===== config.mk =====
export PLATFORM = sky130hd
export DESIGN_NAME = async_merge_sink
export DESIGN_NICKNAME = d
export VERILOG_FILES = /design/src/rtl/async_merge_sink.sv
export SDC_FILE = /design/constraint.sdc
export NUM_CORES = 1
export LEC_CHECK = 0
export ABC_AREA = 1
export BUFFER_PORTS_ARGS = -buffer_cell sky130_fd_sc_hd__buf_2
export CAP_MARGIN = 20
export CORE_UTILIZATION = 31
export DETAILED_ROUTE_END_ITERATION = 12
export PLACE_DENSITY = 0.53
export SLEW_MARGIN = 5
export SYNTH_ARGS = -nofsm -noshare
export SYNTH_HDL_FRONTEND = slang
export SYNTH_SLANG_ARGS = --single-unit
export TNS_END_PERCENT = 5

===== constraint.sdc =====
create_clock -name clk -period 3.4 [get_ports clk]
set_input_delay 0 -clock clk [delete_from_list [all_inputs] [get_ports clk]]
set_output_delay 0 -clock clk [all_outputs]
set_load 0.005 [all_outputs]

===== src/rtl/async_merge_sink.sv =====
// Clock-domain sink for the 3-input asynchronous merge: synchronises drive, captures
// the bundled word into a show-ahead FIFO and returns a free pulse. Stats: ASYNC_MERGE_SINK_STATS_EN.
module async_merge_sink #(
  parameter int DATA_WIDTH        = 32,
  parameter int DEPTH             = 4,
  parameter int SYNC_STAGES       = 2,
  parameter int FREE_PULSE_CYCLES = 2
) (
  input  logic                       clk,
  input  logic                       rst,
  input  logic                       i_drive,
  input  logic [DATA_WIDTH-1:0]      i_data,
  output logic                       o_free,
  output logic                       o_valid,
  output logic [DATA_WIDTH-1:0]      o_data,
  input  logic                       i_ready,
  output logic [$clog2(DEPTH):0]     o_count,
  output logic [15:0]                o_words,
  output logic [15:0]                o_stall_cycles
);

  localparam int PTR_W = $clog2(DEPTH);
  localparam int CNT_W = PTR_W + 1;
  localparam int FC_W  = $clog2(FREE_PULSE_CYCLES + 1);
  localparam logic [FC_W-1:0] FREE_LOAD = FC_W'(FREE_PULSE_CYCLES - 1);

  typedef enum logic [1:0] {IDLE, HOLD, ACK, WAIT_LOW} state_t;

  state_t                  state, state_nxt;
  logic [FC_W-1:0]         free_cnt, free_cnt_nxt;
  logic [SYNC_STAGES-1:0]  sync_q;
  logic                    drv_s, drv_q, drv_edge;
  logic                    push, pop, can_push;
  logic [PTR_W-1:0]        wr_ptr, rd_ptr;
  logic [CNT_W-1:0]        count;
  logic [DATA_WIDTH-1:0]   mem [DEPTH];

  // i_drive is asynchronous; i_data is held stable by upstream so it needs no synchroniser.
  always_ff @(posedge clk) begin
    if (rst) begin
      sync_q <= '0;
      drv_q  <= 1'b0;
    end else begin
      // NOTE: non-blocking assignments keep every flop sampling pre-edge values,
      // which is what makes this shift chain a chain rather than a single wire.
      sync_q <= {sync_q[SYNC_STAGES-2:0], i_drive};
      drv_q  <= drv_s;
    end
  end

  assign drv_s    = sync_q[SYNC_STAGES-1];
  assign drv_edge = drv_s & ~drv_q;
  assign o_valid  = (count != '0);
  assign pop      = o_valid & i_ready;
  assign can_push = (count < CNT_W'(DEPTH)) | pop;

  always_ff @(posedge clk) begin
    if (rst) begin
      state    <= IDLE;
      free_cnt <= '0;
    end else begin
      state    <= state_nxt;
      free_cnt <= free_cnt_nxt;
    end
  end

  always_comb begin
    // NOTE: every output of this block is given a default first so no path leaves
    // it unassigned, which would otherwise infer a latch.
    state_nxt    = state;
    free_cnt_nxt = free_cnt;
    push         = 1'b0;
    unique case (state)
      IDLE: begin
        if (drv_edge) begin
          if (can_push) begin
            push         = 1'b1;
            free_cnt_nxt = FREE_LOAD;
            state_nxt    = ACK;
          end else begin
            state_nxt    = HOLD;
          end
        end
      end
      HOLD: begin
        // A fall of drv_s here is ignored: the word is still owed a slot.
        if (can_push) begin
          push         = 1'b1;
          free_cnt_nxt = FREE_LOAD;
          state_nxt    = ACK;
        end
      end
      ACK: begin
        if (free_cnt == '0) state_nxt = drv_s ? WAIT_LOW : IDLE;
        else                free_cnt_nxt = free_cnt - 1'b1;
      end
      WAIT_LOW: begin
        if (!drv_s) state_nxt = IDLE;
      end
      default: state_nxt = IDLE;
    endcase
  end

  assign o_free = (state == ACK);

  // NOTE: the storage array is deliberately not reset; the head is masked while empty.
  always_ff @(posedge clk) begin
    if (push) mem[wr_ptr] <= i_data;
  end

  always_ff @(posedge clk) begin
    if (rst) begin
      wr_ptr <= '0;
      rd_ptr <= '0;
      count  <= '0;
    end else begin
      if (push) wr_ptr <= wr_ptr + 1'b1;
      if (pop)  rd_ptr <= rd_ptr + 1'b1;
      unique case ({push, pop})
        2'b10:   count <= count + 1'b1;
        2'b01:   count <= count - 1'b1;
        default: count <= count;
      endcase
    end
  end

  assign o_data  = o_valid ? mem[rd_ptr] : '0;
  assign o_count = count;

`ifdef ASYNC_MERGE_SINK_STATS_EN
  logic [15:0] words_q, stall_q;

  always_ff @(posedge clk) begin
    if (rst) begin
      words_q <= '0;
      stall_q <= '0;
    end else begin
      if (push)          words_q <= words_q + 16'd1;
      if (state == HOLD) stall_q <= stall_q + 16'd1;
    end
  end

  assign o_words        = words_q;
  assign o_stall_cycles = stall_q;
`else
  assign o_words        = '0;
  assign o_stall_cycles = '0;
`endif

endmodule


==> results.txt, run 1 <==
----------------------------------------------------
[CTS]
  Post-CTS Setup Bufs ... 0
  Number of buffers created by CTS ... 17
  Quantity of gates resized following cts ... 0
  Cts-stage hold buffer count ... 36
  Clock insertion delay at the later pin of the skew report ... about 0.42 ns
  H-tree Lvls ... 4
  Number of buffers on the longest clock path ... 2
  TritonCTS clock tree ... yes
  Clock slew at reported path FFs ... ~0.060 ns
  Clock tree root buffer cell ... sky130_fd_sc_hd__clkbuf_16
  Sinks on the clock net ... about 140

[Power and ir drop]
  Power Density ... between 700 and 800 nW/um^2
  Power after layout ... approximately 5.5 mW
  Maximum ir drop on the vdd rail ... around 0.38 mV
  Leakage dissipation ... ~2.9 nW

[Timing]
  Min Hold Slack ... around 0.33 ns
  Final hold vios ... 0
  Maximum achievable frequency ... 418 MHz
  Period Utilization, post-route ... between 70% and 80%
  Worst-case headroom to the max-slew limit ... 32.1%
  Setup repair after global routing missed its margin ... false
  Crit path time final ... about 2.4 ns
  Number of pins exceeding their max-slew limit in the final report ... 0
  Aggregate negative setup slack ... 0 ns
  Final setup violation count ... 0
  Clk_skew ... between 0.005 and 0.006 ns
  Slew @ Worst Pin ... around 1 ns

[Synth]
  Fraction of synthesized area in multiplexers ... 0%
  Cell area after synthesis ... about 6000 um^2
  Number of distinct standard cells referenced by the synthesized netlist ... 24
  Mapped Cells ... 527
  Main combinational cell family by area after synthesis ... simple AND/OR/NAND/NOR gates
  Compound-cell area share of the yosys netlist ... a little under 10%
  Synth Area in Adders ... approximately 1.6%
  Total of flip-flops plus latches after synthesis ... between 100 and 150
  Part of the Yosys area used for sequential elements ... 69.1%
  Basic-gate share of the synthesized area counting and, or, nand and nor cells ... between 10% and 20%
  Yosys warning total ... 0
  Syn_area_per_cell ... approximately 11 um^2
  Post-Synth XOR/XNOR Area ... less than 1%

[Global route]
  Total routing usage reported by global routing ... about 14%
  Largest net degree at the start of global routing ... 65
  Total grt overflow ... 0
  Via count of the first global-routing pass ... ~4000
  Initial antenna violation count ... 0
  Wire length of the first global-routing pass ... around 21000 um

[Critical path]
  Largest fanout on the critical path ... 33
  Delay of the slowest critical-path stage ... about 0.44 ns
  Endpoint arrival time on the critical path ... about 2.4 ns
  Worst R2R End ... mem[1][9]
  Critical path data required time ... between 3 and 4 ns
  Critical path endpoint category ... primary output
  FF-to-FF setup slack ... 1.26 ns
  Max stage delay cell, worst path ... sky130_fd_sc_hd__inv_1
  Reg2Reg Depth ... 5
  Worst setup SP type ... flip-flop
  Worst Setup Path Type ... flip-flop to primary output
  RR Startpoint ... sync_q[1]
  Chain of cells forming the critical path ... buf_4, inv_1, buf_16, nor2_1, o21ai_0, a21oi_1, buf_2

[Layout]
  Final design area excluding fillers ... 7500 um^2
  Number of diodes ... 0
  Commonest non-fill, non-tap cell in the layout ... sky130_fd_sc_hd__nor2_1
  Net count of the finished layout ... 680
  Synth-to-layout area growth ... 24.6%
  Final Non-Filler Cells ... between 900 and 1000
  Commonest cells after routing, fill and taps aside ... 141 x sky130_fd_sc_hd__nor2_1, 128 x sky130_fd_sc_hd__edfxtp_1, 72 x sky130_fd_sc_hd__buf_2
  Fraction of layout instances using a drive strength above 1 ... between 10% and 20%

[Place]
  Standard cell area after detailed placement ... 6530 um^2
  Final RePlAce weighted congestion ... just over 0.8
  Number of placed instances with taps included ... 840
  Number of buffers inserted by port buffering ... just over 70
  Detailed-placement wirelength estimate ... 8090 um

[Die]
  Vertical extent of the die ... between 100 and 150 um
  Area inside the core boundary ... 18900 um^2
  Starting density of the core ... between 30% and 40%
  Area of the die ... roughly 20000 um^2
  Count of standard-cell rows ... 50
  Die boundary width ... roughly 140 um
  Top-level port count ... approximately 110

[Detailed routing]
  Number of remaining DRC errors ... 0
  Final antenna-violating net count ... 0
  Vias ... approximately 4000
  Total wire length ... roughly 13000 um
  Number of DRC markers after the initial detailed-route iteration ... 223
  DR pass1 iterations ... 4
  Vias per Instance ... between 4 and 5
  Avg WL per Cell ... ~14 um

[Job]
  MaxCap Viol Count ... 0

[Min path]
  Origin of the worst min-delay path ... i_data[14]
  Endpoint with the worst hold slack ... mem[3][14]
  Depth of the worst hold-timing path ... 2
  Worst hold path class ... primary input to flip-flop

[Status]
  Result of the run ... complete, no violations

----------------------------------------------------
## worst max-delay path: cells and delay by family (launching register included)
kind	cells	cell delay [ns]
AO/OA/AOI/OAI	2	0.27
flip-flops	1	0.31
AND/OR/NAND/NOR	1	0.15
buffers and inverters	4	1.23
## where the power goes
group / switching [mW] / internal [mW]
combinational: 0.976 / 0.549
clock: 0.725 / 1.08
sequential: 0.0563 / 2.10
total: 1.76 / 3.73
## cells by family (layout without fill, tap and decap cells)
kind of cell,after synthesis,count (layout)
fa+ha+maj,7,7
xor+xnor,1,1
other cells,1,32
compound gates,115,115
simple gates,173,173
flops,144,144
buf+inv,86,178
## layout make-up
class / instances / area [um^2]
inverter: 31 / 116
clock buffer: 19 / 433
fill: 1849 / 11400
multi-input combinational: 328 / 1500
timing repair buffer: 115 / 826
sequential: 144 / 4170
clock inverter: 13 / 136
tap: 260 / 325
## synth_stat cells (all sizes together)
cell / n / area [um^2]
o211ai: 1 / 7.51
o21ai: 72 / 360
fa: 1 / 20.0
ha: 6 / 75.1
buf: 48 / 363
xor2: 1 / 8.76
edfxtp: 128 / 3840
nand3: 5 / 30.0
o21a: 1 / 7.51
nor2: 146 / 551
conb: 1 / 3.75
a21oi: 41 / 205
clkbuf: 7 / 26.3
dfxtp: 16 / 320
nand2: 22 / 85.1
inv: 31 / 116
## worst max-delay path by stage
stage	depth (start not counted)	endpoint	slack, ns	startpoint
6_report	7	o_data[13]	1.01	flip-flop
5_1_grt	7	o_data[16]	0.76	flip-flop
4_1_cts	7	o_data[13]	0.90	flip-flop
3_5_place_dp	5	mem[1][9]	1.23	sync_q[1]
3_3_place_gp	4	mem[2][14]	1.28	state[0]
2_1_floorplan	4	mem[0][0]	0.97	state[0]
## flip-flops by register name, summed over array words and instances (netlist names), named ones only
signal	flops
drv_q	1
o_count	3
state	2
wr_ptr	2
mem	128
rd_ptr	2
sync_q	2
free_cnt	2
## routing by layer
layer	global-route usage (%)	part of all wire, %	up-vias
met4	5.83	1.4	0
met1	16.3	44	1921
met2	23.8	49	123
met5	0	0	-
met3	3.71	4.7	20
li1	-	-	1961
## stage by stage
step | setup slack [ns] | util [%]
2_1_floorplan | 0.971 | -
6_report | 1.01 | 39.7
5_1_grt | 0.757 | 39.7
3_5_place_dp | 1.23 | 34.5
3_3_place_gp | 1.28 | 34.4
4_1_cts | 0.904 | 39.5
No activity file was read; power rests on OpenSTA's default activity.
==> inputs of run 2 (changes only) <==
--- a/config.mk
+++ b/config.mk
@@ -5,12 +5,12 @@
 export SDC_FILE = /design/constraint.sdc
 export NUM_CORES = 1
 export LEC_CHECK = 0
-export ABC_AREA = 1
+export ABC_AREA = 0
 export BUFFER_PORTS_ARGS = -buffer_cell sky130_fd_sc_hd__buf_2
 export CAP_MARGIN = 20
 export CORE_UTILIZATION = 31
 export DETAILED_ROUTE_END_ITERATION = 12
-export PLACE_DENSITY = 0.53
+export PLACE_DENSITY = 0.55
 export SLEW_MARGIN = 5
 export SYNTH_ARGS = -nofsm -noshare
 export SYNTH_HDL_FRONTEND = slang
==> constraint.sdc (replaced) <==
create_clock -name clk -period 2.12 [get_ports clk]
set_input_delay 0 -clock clk [delete_from_list [all_inputs] [get_ports clk]]
set_output_delay 0 -clock clk [all_outputs]
set_load 0.005 [all_outputs]
==> results.txt, run 2 <==
----------------------------------------------------
[Die]
  Area inside the core boundary ... 18700 um^2 (was 18900 um^2)
  Top-level port count ... 105 (unchanged)
  Vertical extent of the die ... 140 um (was 141 um)
  Count of standard-cell rows ... 50 (unchanged)
  Starting density of the core ... 31.6% (was 31.9%)
  Die boundary width ... 140 um (was 141 um)
  Area of the die ... 19700 um^2 (was 20000 um^2)

[Timing]
  Setup repair after global routing missed its margin ... false (unchanged)
  Crit path time final ... 2.00 ns
  Period Utilization, post-route ... 94.3%
  Worst Slack Setup Final ... 0.121 ns (was 1.01 ns)
  Final hold vios ... 0 (unchanged)
  Final setup violation count ... 0 (unchanged)
  Clk_skew ... 0.00840 ns (was 0.00594 ns)
  Aggregate negative setup slack ... 0 ns (unchanged)
  Maximum achievable frequency ... between 500 and 600 MHz
  Number of pins exceeding their max-slew limit in the final report ... 0 (unchanged)

[Synth]
  Cell types with the largest area share after synthesis ... sky130_fd_sc_hd__edfxtp_1 65%, sky130_fd_sc_hd__mux4_2 12%, sky130_fd_sc_hd__dfxtp_1 5.4%, sky130_fd_sc_hd__buf_4 4.1%, sky130_fd_sc_hd__nor2b_1 3.6% (was sky130_fd_sc_hd__edfxtp_1 64%, sky130_fd_sc_hd__nor2_1 9.0%, sky130_fd_sc_hd__dfxtp_1 5.3%, sky130_fd_sc_hd__buf_4 4.0%, sky130_fd_sc_hd__a21oi_1 3.4%)
  Most area-hungry cell type in the Yosys netlist ... sky130_fd_sc_hd__edfxtp_1 (unchanged)
  Most frequent cell after synthesis ... sky130_fd_sc_hd__edfxtp_1 (was sky130_fd_sc_hd__nor2_1)
  Leading register cell type out of synthesis ... sky130_fd_sc_hd__edfxtp_1 (unchanged)
  Total of flip-flops plus latches after synthesis ... 144 (unchanged)
  Yosys warning total ... 0 (unchanged)
  Number of distinct standard cells referenced by the synthesized netlist ... 36 (was 24)
  Cell area after synthesis ... 5920 um^2 (was 6020 um^2)
  Mapped Cells ... 321 (was 527)
  Syn_area_per_cell ... 18.4 um^2 (was 11.4 um^2)
  Top cells by instance count after synthesis ... 128 x sky130_fd_sc_hd__edfxtp_1, 34 x sky130_fd_sc_hd__nor2b_1, 32 x sky130_fd_sc_hd__buf_4, 32 x sky130_fd_sc_hd__mux4_2, 16 x sky130_fd_sc_hd__dfxtp_1 (was 145 x sky130_fd_sc_hd__nor2_1, 128 x sky130_fd_sc_hd__edfxtp_1, 41 x sky130_fd_sc_hd__a21oi_1)
  Count of flip-flops with a built-in enable after synthesis ... 128 (unchanged)
  Async SR Flop Fraction ... 0% (unchanged)
  Area fraction of the dominant cell type after synthesis ... 64.9% (was 63.8%)
  Part of the Yosys area used for sequential elements ... 70.3% (was 69.1%)

[Critical path]
  Chain of cells forming the critical path ... nor2b_2, a211oi_4, inv_2, ha_1, inv_1, fa_1, xor2_1, or3_1, a21oi_1 (was buf_4, inv_1, buf_16, nor2_1, o21ai_0, a21oi_1, buf_2)
  Largest fanout on the critical path ... 4 (was 33)
  Reg2Reg Depth ... 9 (was 5)
  Worst R2R End ... o_count[2] (was mem[1][9])
  Delay of the slowest critical-path stage ... 0.38 ns (was 0.44 ns)
  FF-to-FF setup slack ... 0.12 ns (was 1.26 ns)
  Worst setup SP type ... flip-flop (unchanged)
  Endpoint arrival time on the critical path ... 2.34 ns (was 2.39 ns)
  Buffering stage count on the worst path with inverters included ... 2 (was 4)
  Max stage delay cell, worst path ... sky130_fd_sc_hd__fa_1 (was sky130_fd_sc_hd__inv_1)
  Critical path endpoint category ... flip-flop (was primary output)
  Worst Setup Path Type ... flip-flop to flip-flop (was flip-flop to primary output)
  Category of cells accounting for the largest share of critical-path delay ... simple AND/OR/NAND/NOR gates (was buffers and inverters)
  Critical path data required time ... 2.47 ns (was 3.40 ns)
  RR Startpoint ... o_count[2] (was sync_q[1])

[Power and ir drop]
  Power Internal ... 5.73 mW (was 3.73 mW)
  Reg power frac ... 42.3% (was 39.3%)
  Maximum ir drop on the vdd rail ... 0.617 mV (was 0.378 mV)
  Net switching power ... 1.94 mW (was 1.76 mW)
  Power Density ... 1030 nW/um^2 (was 732 nW/um^2)
  Share of power burned in combinational logic ... 19.9% (was 27.8%)
  Clock network fraction of total power ... 37.8% (was 32.9%)
  Leakage dissipation ... 2.66 nW (was 2.87 nW)
  Sw Share ... 25.3% (was 32.0%)

[Place]
  Detailed-placement wirelength estimate ... 6970 um (was 8090 um)
  Final RePlAce weighted congestion ... 0.726 (was 0.808)
  Number of buffers inserted by port buffering ... 72 (unchanged)
  Setup WS pre-CTS ... 0.143 ns (was 1.23 ns)

[Min path]
  Origin of the worst min-delay path ... i_data[29] (was i_data[14])
  Endpoint with the worst hold slack ... mem[2][29] (was mem[3][14])
  Worst hold path class ... primary input to flip-flop (unchanged)
  Depth of the worst hold-timing path ... 2 (unchanged)

[Layout]
  Commonest cells after routing, fill and taps aside ... 128 x sky130_fd_sc_hd__edfxtp_1, 72 x sky130_fd_sc_hd__buf_2, 36 x sky130_fd_sc_hd__dlygate4sd3_1 (was 141 x sky130_fd_sc_hd__nor2_1, 128 x sky130_fd_sc_hd__edfxtp_1, 72 x sky130_fd_sc_hd__buf_2)
  Number of diodes ... 0 (unchanged)
  Fraction of layout instances using a drive strength above 1 ... 35.3% (was 18.3%)
  Commonest non-fill, non-tap cell in the layout ... sky130_fd_sc_hd__edfxtp_1 (was sky130_fd_sc_hd__nor2_1)
  Most flop-heavy register ... mem (unchanged)
  Net count of the finished layout ... 495 (was 680)
  Synth-to-layout area growth ... 26.5% (was 24.6%)
  Number of flip-flops under the largest register name ... 128 (unchanged)

[CTS]
  Number of buffers on the longest clock path ... 2 (unchanged)
  H-tree Lvls ... 4 (unchanged)
  Clock slew at reported path FFs ... 0.06 ns (about the same)
  Clock tree root buffer cell ... sky130_fd_sc_hd__clkbuf_16 (unchanged)
  Number of buffers created by CTS ... 17 (unchanged)
  Sinks on the clock net ... 144 (unchanged)
  TritonCTS clock tree ... yes (unchanged)
  Clock insertion delay at the later pin of the skew report ... 0.41 ns (was 0.42 ns)

[Job]
  MaxCap Viol Count ... 0 (unchanged)

[Global route]
  Wire length of the first global-routing pass ... 17500 um (was 20900 um)
  Initial antenna violation count ... 0 (unchanged)
  Via count of the first global-routing pass ... 3205 (was 4042)
  Largest net degree at the start of global routing ... 22 (was 65)
  Total grt overflow ... 0 (unchanged)
  Total routing usage reported by global routing ... 12.1% (was 13.8%)

[Status]
  Result of the run ... complete, no violations (unchanged)

[Detailed routing]
  Number of remaining DRC errors ... 0 (unchanged)
  DR pass1 iterations ... 4 (unchanged)
  Number of DRC markers after the initial detailed-route iteration ... 167 (was 223)
  Avg WL per Cell ... 15.7 um (was 14.2 um)
  Final antenna-violating net count ... 0 (unchanged)
  Vias per Instance ... 4.39 (was 4.42)
  Total wire length ... 11000 um (was 12900 um)
  Vias ... 3071 (was 4025)

----------------------------------------------------
run 2: per-layer routing:
layer	track usage, %	up-vias	routed length [um]
li1	-	1419	-
met1	14.7	1553	4970
met2	20.2	89	5480
met3	3.79	10	416
met4	4.68	0	111
met5	0	-	0
run 2: how the worst max path moves through the flow:
| stage | cells after the start | start | end | slack (ns) |
|---|---|---|---|---|
| after CTS | 4 | flip-flop | o_data[31] | 0.008 |
| after global placement | 9 | o_count[2] | o_count[2] | 0.19 |
| after floorplan | 3 | o_count[2] | mem[2][0] | 0.03 |
| after global routing | 9 | o_count[2] | o_count[2] | 0.02 |
| after detailed placement | 9 | o_count[2] | o_count[2] | 0.14 |
| final | 9 | o_count[2] | o_count[2] | 0.12 |
run 2: worst reg2reg max path, delay by kind of cell (launching register included):
family | cells | cell delay [ns]
flip-flops | 1 | 0.32
AO/OA/AOI/OAI | 2 | 0.21
AND/OR/NAND/NOR | 2 | 0.55
buffers and inverters | 2 | 0.13
XOR/XNOR | 1 | 0.17
adder cells (fa/ha/maj) | 2 | 0.55
run 2: power groups by stage:
| stage | Clock (mW) | Sequential (mW) | Combinational (mW) |
|---|---|---|---|
| 2_1_floorplan | 0 | 3.26 | 1.05 |
| 3_3_place_gp | 0 | 3.31 | 1.51 |
| 3_5_place_dp | 0 | 3.31 | 1.52 |
| 4_1_cts | 2.99 | 3.25 | 1.58 |
| 5_1_grt | 3.10 | 3.26 | 1.69 |
| 6_report | 2.90 | 3.25 | 1.53 |
run 2: cell families (layout without fill, tap and decap cells):
kind of cell,Yosys count,in the layout,synth area share [%]
other,1,32,0.0634
and+or+nand+nor,60,60,6.36
DFF,144,144,70.3
muxes,34,34,12.5
adders and majority gates,7,7,1.61
AOI/OAI and AO/OA,17,17,2.05
xor gates and xnor gates,3,3,0.444
buffers and inverters,55,168,6.59
run 2: cell type report:
cell class,count,area (um^2)
clock buffers,20,447
clock inverters,12,134
fillers,1690,11200
inverters,11,41.3
multi-input cells,153,1490
flip-flops and latches,144,4170
well taps,234,293
repair buffers,125,911
run 2: stage by stage:
stage / area [um^2] / cells / utilization (%) / hold slack [ns] / total power, mW
CTS: 7480 / 699 / 40.0 / 0.314 / 7.82
finish: 7490 / 699 / 40.0 / 0.343 / 7.68
detailed placement: 6540 / 631 / 35.0 / 0.213 / 4.83
floorplan: 6040 / 352 / - / 0.0989 / 4.30
global placement: 6540 / 631 / 35.0 / 0.211 / 4.81
global route: 7490 / 699 / 40.0 / 0.321 / 8.05
run 2: repair_timing:
action / CTS / global route
hold endpoints to repair: 140 / 0
gates resized for setup: 0 / 1
hold buffers: 36 / 0
setup endpoints to repair: 0 / 18
setup buffers: 0 / 0
==> inputs of run 3 (changes only) <==
--- a/config.mk
+++ b/config.mk
@@ -10,7 +10,6 @@
 export CAP_MARGIN = 20
 export CORE_UTILIZATION = 31
 export DETAILED_ROUTE_END_ITERATION = 12
-export PLACE_DENSITY = 0.55
 export SLEW_MARGIN = 5
 export SYNTH_ARGS = -nofsm -noshare
 export SYNTH_HDL_FRONTEND = slang
==> results.txt, run 3 (synthesis results as in run 2) <==
----------------------------------------------------
[CTS]
  TritonCTS clock tree ... yes (unchanged)
  Clock slew at reported path FFs ... 0.05 ns (was 0.06 ns)
  H-tree Lvls ... 4 (unchanged)
  Clock insertion delay at the later pin of the skew report ... 0.41 ns (about the same)
  Clock tree root buffer cell ... sky130_fd_sc_hd__clkbuf_16 (unchanged)
  Number of buffers created by CTS ... 17 (unchanged)
  Number of buffers on the longest clock path ... 2 (unchanged)
  Sinks on the clock net ... 144 (unchanged)

[Detailed routing]
  Number of remaining DRC errors ... 0 (unchanged)
  Met2 wirelength from detailed routing ... 5470 um (was 5480 um)
  Vias ... 3087 (was 3071)
  DR pass1 iterations ... 4 (unchanged)
  Final antenna-violating net count ... 0 (unchanged)
  Total wire length ... 10800 um (was 11000 um)
  Vias per Instance ... 4.45 (was 4.39)
  Avg WL per Cell ... 15.6 um (was 15.7 um)
  Met3 Wirelength ... 489 um (was 416 um)
  Top Metal Used ... met4 (unchanged)
  Met1 routed wirelength after detailed routing ... 4690 um (was 4970 um)
  Number of DRC markers after the initial detailed-route iteration ... 199 (was 167)

[Global route]
  Wire length of the first global-routing pass ... 17300 um (was 17500 um)
  Initial antenna violation count ... 0 (unchanged)
  Largest net degree at the start of global routing ... 36 (was 22)
  Via count of the first global-routing pass ... 3304 (was 3205)
  Total routing usage reported by global routing ... 11.9% (was 12.1%)
  Total grt overflow ... 0 (unchanged)

[Critical path]
  Endpoint arrival time on the critical path ... 2.31 ns (was 2.34 ns)
  Worst Setup Path Type ... flip-flop to flip-flop (unchanged)
  Critical path data required time ... 2.46 ns (was 2.47 ns)
  Category of cells accounting for the largest share of critical-path delay ... adder cells (was simple AND/OR/NAND/NOR gates)
  Buffering stage count on the worst path with inverters included ... 2 (unchanged)
  Chain of cells forming the critical path ... nor2b_4, a211oi_4, inv_2, ha_1, inv_1, fa_1, xor2_1, or3_1, a21oi_1 (was nor2b_2, a211oi_4, inv_2, ha_1, inv_1, fa_1, xor2_1, or3_1, a21oi_1)
  Critical path endpoint category ... flip-flop (unchanged)
  Largest fanout on the critical path ... 4 (unchanged)
  Worst setup SP type ... flip-flop (unchanged)
  Delay of the slowest critical-path stage ... 0.39 ns (was 0.38 ns)
  Max stage delay cell, worst path ... sky130_fd_sc_hd__fa_1 (unchanged)

[Place]
  Final RePlAce weighted congestion ... 0.763 (was 0.726)
  Detailed-placement wirelength estimate ... 6700 um (was 6970 um)
  Number of buffers inserted by port buffering ... 72 (unchanged)

[Timing]
  Final hold vios ... 0 (unchanged)
  Min Hold Slack ... 0.337 ns (was 0.343 ns)
  Final setup violation count ... 0 (unchanged)
  Clk_skew ... 0.00953 ns (was 0.00840 ns)
  Number of pins exceeding their max-slew limit in the final report ... 0 (unchanged)
  Crit path time final ... 1.97 ns (was 2.00 ns)
  Period Utilization, post-route ... 93.1% (was 94.3%)
  Maximum achievable frequency ... 507 MHz (was 500 MHz)

[Layout]
  Most flop-heavy register ... mem (unchanged)
  Commonest cells after routing, fill and taps aside ... 128 x sky130_fd_sc_hd__edfxtp_1, 72 x sky130_fd_sc_hd__buf_2, 36 x sky130_fd_sc_hd__dlygate4sd3_1 (unchanged)
  Fraction of layout instances using a drive strength above 1 ... 33.5% (was 35.3%)
  Commonest non-fill, non-tap cell in the layout ... sky130_fd_sc_hd__edfxtp_1 (unchanged)
  Number of diodes ... 0 (unchanged)
  Number of flip-flops under the largest register name ... 128 (unchanged)
  Synth-to-layout area growth ... 25.5% (was 26.5%)
  Net count of the finished layout ... 490 (was 495)

[Die]
  Top-level port count ... 105 (unchanged)
  Area inside the core boundary ... 18700 um^2 (unchanged)
  Starting density of the core ... 31.6% (unchanged)
  Area of the die ... 19700 um^2 (unchanged)
  Die boundary width ... 140 um (unchanged)
  Vertical extent of the die ... 140 um (unchanged)
  Count of standard-cell rows ... 50 (unchanged)

[Status]
  Result of the run ... complete, no violations (unchanged)

[Power and ir drop]
  Power Density ... 1000 nW/um^2 (was 1030 nW/um^2)
  Leakage dissipation ... 2.63 nW (was 2.66 nW)
  Power after layout ... 7.42 mW (was 7.68 mW)
  Maximum ir drop on the vdd rail ... 0.499 mV (was 0.617 mV)

[Job]
  MaxCap Viol Count ... 0 (unchanged)

[Min path]
  Worst hold path class ... primary input to flip-flop (unchanged)

----------------------------------------------------
-- run 3: cell count changes in the layout (fill, tap and decap cells not counted), sizes merged --
cell	previous run	this run
inv	14	11
buf	89	84
clkinv	2	11
clkinvlp	5	2
clkbuf	20	18
bufinv	2	1
-- run 3: worst paths after layout --
path	slack [ns]	endpoint	from	cells after the start
min reg2reg	0.44	sync_q[1]	sync_q[0]	1
max reg2reg	0.15	o_count[2]	o_count[2]	9
max	0.15	o_count[2]	o_count[2]	9
min	0.34	mem[3][26]	i_data[26]	2
-- run 3: area by class of cell --
class	count	area [um^2]
tap	234	293
fill	1745	11300
sequential	144	4170
clock buffer	18	429
timing repair buffer	120	898
clock inverter	14	100
inverter	11	41.3
multi-input combinational	153	1500
-- run 3: metrics by stage --
step | area (um^2) | utilization (%) | worst slack (ns) | cells | setup TNS (ns)
floorplan | 6040 | - | 0.0275 | 352 | 0
detailed placement | 6520 | 34.9 | 0.0869 | 625 | 0
CTS | 7410 | 39.6 | 0.0351 | 693 | 0
global route | 7430 | 39.7 | -0.00180 | 694 | -0.00180
finish | 7430 | 39.7 | 0.146 | 694 | 0
global placement | 6520 | 34.9 | 0.156 | 625 | 0
-- run 3: repair_timing --
| item | CTS | global route |
|---|---|---|
| buffers inserted | 0 | 1 |
| endpoints found under the setup margin | 0 | 7 |
| gates resized for setup | 0 | 2 |
| endpoints found under the hold margin | 140 | 0 |
| hold buffers | 36 | 0 |
-- run 3: metal layers --
metal,track usage (%),vias to the layer above
met3,3.38,19
met5,0,-
met4,5.55,0
met1,13.9,1563
met2,20.4,92
li1,-,1413
-- run 3: power by group --
group	switching [mW]	internal, mW
Sequential	0.0656	3.17
Clock	1.05	1.58
Combinational	0.751	0.808
